--- src/rtl/column_serializer.sv ---
// Column serializer: emits one ROWS-bit column per beat from a ROWS*COLUMNS-bit word.
// Double-buffered (active + pending) so back-to-back words stream without a bubble.
module column_serializer #(
    parameter int ROWS    = 4,
    parameter int COLUMNS = 8,
    localparam int CW     = (COLUMNS > 1) ? $clog2(COLUMNS) : 1
) (
    input  logic                    clk,
    input  logic                    rst,
    input  logic                    clear,
    input  logic [ROWS*COLUMNS-1:0] in_data,
    input  logic                    in_valid,
    output logic                    in_ready,
    output logic [ROWS-1:0]         out_data,
    output logic [CW-1:0]           out_col,
    output logic                    out_last,
    output logic                    out_valid,
    input  logic                    out_ready
);

    localparam logic [CW-1:0] LAST_COL = CW'(COLUMNS - 1);

    logic [ROWS*COLUMNS-1:0] active;
    logic [ROWS*COLUMNS-1:0] pend;
    logic                    act_v;
    logic                    pend_v;
    logic [CW-1:0]           col;

    logic in_accept;
    logic out_fire;

    assign in_ready  = !pend_v && !rst;
    assign in_accept = in_valid && in_ready;

    assign out_valid = act_v;
    assign out_last  = act_v && (col == LAST_COL);
    assign out_data  = active[col*ROWS +: ROWS];
    assign out_col   = col;
    assign out_fire  = out_valid && out_ready;

    // NOTE: state registers use non-blocking assignments so every branch sees pre-edge values.
    always_ff @(posedge clk) begin
        if (rst || clear) begin
            active <= '0;
            pend   <= '0;
            act_v  <= 1'b0;
            pend_v <= 1'b0;
            col    <= '0;
        end else begin
            if (out_fire && out_last) begin
                col <= '0;
                // pend_v blocks in_ready, so the refill comes either from pend or from the input.
                if (pend_v) begin
                    active <= pend;
                    pend_v <= 1'b0;
                end else if (in_accept) begin
                    active <= in_data;
                end else begin
                    act_v <= 1'b0;
                end
            end else begin
                if (out_fire) begin
                    col <= col + CW'(1);
                end
                if (in_accept) begin
                    if (!act_v) begin
                        active <= in_data;
                        act_v  <= 1'b1;
                        col    <= '0;
                    end else begin
                        pend   <= in_data;
                        pend_v <= 1'b1;
                    end
                end
            end
        end
    end

endmodule

--- config.mk ---
export PLATFORM = sky130hd
export DESIGN_NAME = column_serializer
export DESIGN_NICKNAME = d
export VERILOG_FILES = /design/src/rtl/column_serializer.sv
export SDC_FILE = /design/constraint.sdc
export NUM_CORES = 1
export LEC_CHECK = 0
export BUFFER_PORTS_ARGS = -buffer_cell sky130_fd_sc_hd__buf_2
export CORE_MARGIN = 2
export CORE_UTILIZATION = 55
export DETAILED_ROUTE_END_ITERATION = 8
export HOLD_SLACK_MARGIN = 0.15
export PLACE_DENSITY_LB_ADDON = 0.08
export SETUP_SLACK_MARGIN = 0.15
export SLEW_MARGIN = 20
export SYNTH_ARGS = -nofsm -noshare
export SYNTH_HDL_FRONTEND = slang
export SYNTH_SLANG_ARGS = --single-unit
--- constraint.sdc ---
create_clock -name clk -period 3.1 [get_ports clk]
set_input_delay 0.775 -clock clk [delete_from_list [all_inputs] [get_ports clk]]
set_output_delay 0.775 -clock clk [all_outputs]
set_load 0.05 [all_outputs]
==> results.json <==
{
  "rsz0062_at_grt": "no",
  "insertion_delay_ns": 0.35,
  "leakagePower_nw": 1.60,
  "cts.clk_slew.worst_paths_ns": 0.07,
  "status": "finished, final reports clean",
  "placed_cell_area_sq_um": 4020,
  "die-width_um": 87.7,
  "wl_per_cell_um": 17.5,
  "grt_pass1_vias": 2859,
  "clockBufferDepth": 2,
  "hpwlAfterDp_mm": 5.90,
  "io_buffers": 46,
  "drt_iter0_drc": 218,
  "fmax_ghz": 0.374,
  "cp_slowest_cell": "mux4_2",
  "cp.required_ns": 2.32,
  "place_congestion": 0.867,
  "clock_sinks": 69,
  "grt_overflow_total": 0,
  "vias": 3116,
  "worstPathArrival_ns": 1.90,
  "drv_cap": 0,
  "worstPathCellList": "mux4_2, mux2_2, buf_2",
  "ios": 47,
  "ys_warn_count": 0,
  "die_y_um": 87.7,
  "fp-row-count": 30,
  "power.density_nw_per_um2": 467,
  "synth-seq-cells": 69,
  "finalInstanceArea_sq_um": 4260,
  "tns_ns": 0,
  "yosysSeqAreaShare_pct": 35.9,
  "antenna-diode-count": 0,
  "syn_area_per_cell_sq_um": 9.95,
  "critPathMaxFanout": 9,
  "cts_buffers": 9,
  "slew_headroom_pct": 39.0,
  "cts_root_buf": "clkbuf_8",
  "ant_nets": 0,
  "antenna_found_initial": 0,
  "hp-class": "flop to flop",
  "critPathMaxStageDelay_ns": 0.55,
  "htree_levels": 3,
  "drive_above_1_share_pct": 31.5,
  "dieArea_sq_um": 7690,
  "startpoint_type": "flop",
  "syn_to_final_growth_pct": 10.6,
  "coreArea_sq_um": 6790,
  "final_cell_mix": "67 x dfxtp_1, 46 x buf_2, 37 x a21oi_1",
  "wl_met2_mm": 4.37,
  "netlist_instances": 387,
  "cts_tree": "yes",
  "grt_pass1_wl_mm": 14.5,
  "grt_max_degree": 39,
  "finalCritPeriodShare_pct": 86.2,
  "syn_area_sq_um": 3850,
  "synth_fp_nets": 426,
  "layout_commonest_cell": "dfxtp_1",
  "skew_ns": 0.00627,
  "drcViolationCount": 0,
  "crit_type": "flop to output pin",
  "initial_core_util_pct": 56.7,
  "slew_violations": 0,
  "finalNetCount": 447,
  "worstMarginPinSlew_ns": 0.915,
  "dr.pass1.iters": 6,
  "wl_met3_um": 296,
  "grt_usage_pct": 24.4,
  "hold_viol_final": 0,
  "routed_via_density": 6.12,
  "layout_min_cycle_time_ns": 2.67,
  "peakVddDrop_mv": 0.273,
  "maxUsedRoutingLayer": "met4",
  "drt_wl_total_mm": 8.93,
  "wl_met1_mm": 4.17,
  "endpoint_kind": "output pin",
  "setup_viol": 0,
  "yosys.cell_types.count": 32
}
-- logic make-up (layout without fill, tap and decap cells) --
kind of cell / Yosys count / after routing / synth area share [%]
DFF: 69 / 69 / 35.9
buffers and inverters: 50 / 76 / 7.60
AOI/OAI and AO/OA: 169 / 169 / 33.8
xor gates and xnor gates: 1 / 1 / 0.228
and+or+nand+nor: 50 / 50 / 7.12
muxes: 46 / 46 / 14.8
adders and majority gates: 2 / 2 / 0.650
-- worst max-delay path: cells and delay by family, from the launching register on --
kind                   cells  cell delay, ns
buffers and inverters      1            0.21
muxes                      2            0.84
DFF                        1            0.49
-- stage by stage --
| stage | utilization (%) | power (mW) | hold slack, ns | setup WS [ns] | instances |
|---|---|---|---|---|---|
| 2_1_floorplan | - | 1.10 | 0.453 | 0.416 | 387 |
| 3_3_place_gp | 59.2 | 1.15 | 0.460 | 0.614 | 493 |
| 3_5_place_dp | 59.2 | 1.16 | 0.469 | 0.530 | 493 |
| 4_1_cts | 62.6 | 2.00 | 0.479 | 0.235 | 509 |
| 5_1_grt | 62.7 | 2.06 | 0.496 | 0.319 | 509 |
| 6_report | 62.7 | 1.99 | 0.478 | 0.429 | 509 |
-- layout make-up --
type	instances	area [sq um]
clock buffer	11	151
clock inverter	5	81.3
fill	578	2540
multi-input combinational	268	2180
sequential	69	1380
tap	96	120
timing repair buffer	60	335
-- synth_stat cells, drive strengths merged --
cell	n	area, sq um
dfxtp	69	1380
a21boi	1	11.3
buf	33	229
o22a	1	17.5
or3b	1	8.76
nor2	3	11.3
and3	1	6.26
a21oi	37	185
nor3b	1	12.5
xor2	1	8.76
mux4	8	180
nor2b	1	6.26
clkbuf	17	63.8
nand4	1	12.5
nand3	32	160
mux2	6	67.6
o21bai	32	240
mux2i	32	320
o21ai	33	165
and2	1	6.26
or2	2	12.5
nand2	4	15.0
ha	2	25.0
a21bo	1	10.0
o32ai	32	280
nand3b	3	22.5
a211oi	32	390
-- registers in the layout, indices dropped and copies added (netlist names) --
signal,flops
active,32
out_col,3
out_valid,1
pend,32
pend_v,1
-- report_power, final --
| group | leakage [nW] | switching, mW | total (mW) | internal (mW) |
|---|---|---|---|---|
| Clock | 0.116 | 0.354 | 0.852 | 0.498 |
| Combinational | 0.928 | 0.132 | 0.217 | 0.0846 |
| Sequential | 0.559 | 0.0164 | 0.919 | 0.903 |
-- repair_timing --
action / in CTS / in global routing
resized for setup: 0 / 1
hold buffers: 0 / 0
setup endpoints to repair: 0 / 3
setup buffers: 0 / 0
-- metal layers --
layer	track usage (%)	up-vias
met5	0	-
li1	-	1540
met3	4.81	8
met2	39.4	56
met4	6.71	0
met1	33.6	1512
-- path summary, 6_finish.rpt --
check             start           to  slack [ns]  cells past startpoint
max          out_col[0]  out_data[3]        0.43                      3
min reg2reg    pend[24]     pend[24]        0.48                      2
min            pend[24]     pend[24]        0.48                      2
max reg2reg  out_col[1]    active[2]        0.71                      5
(Power assumes the default switching activity.)
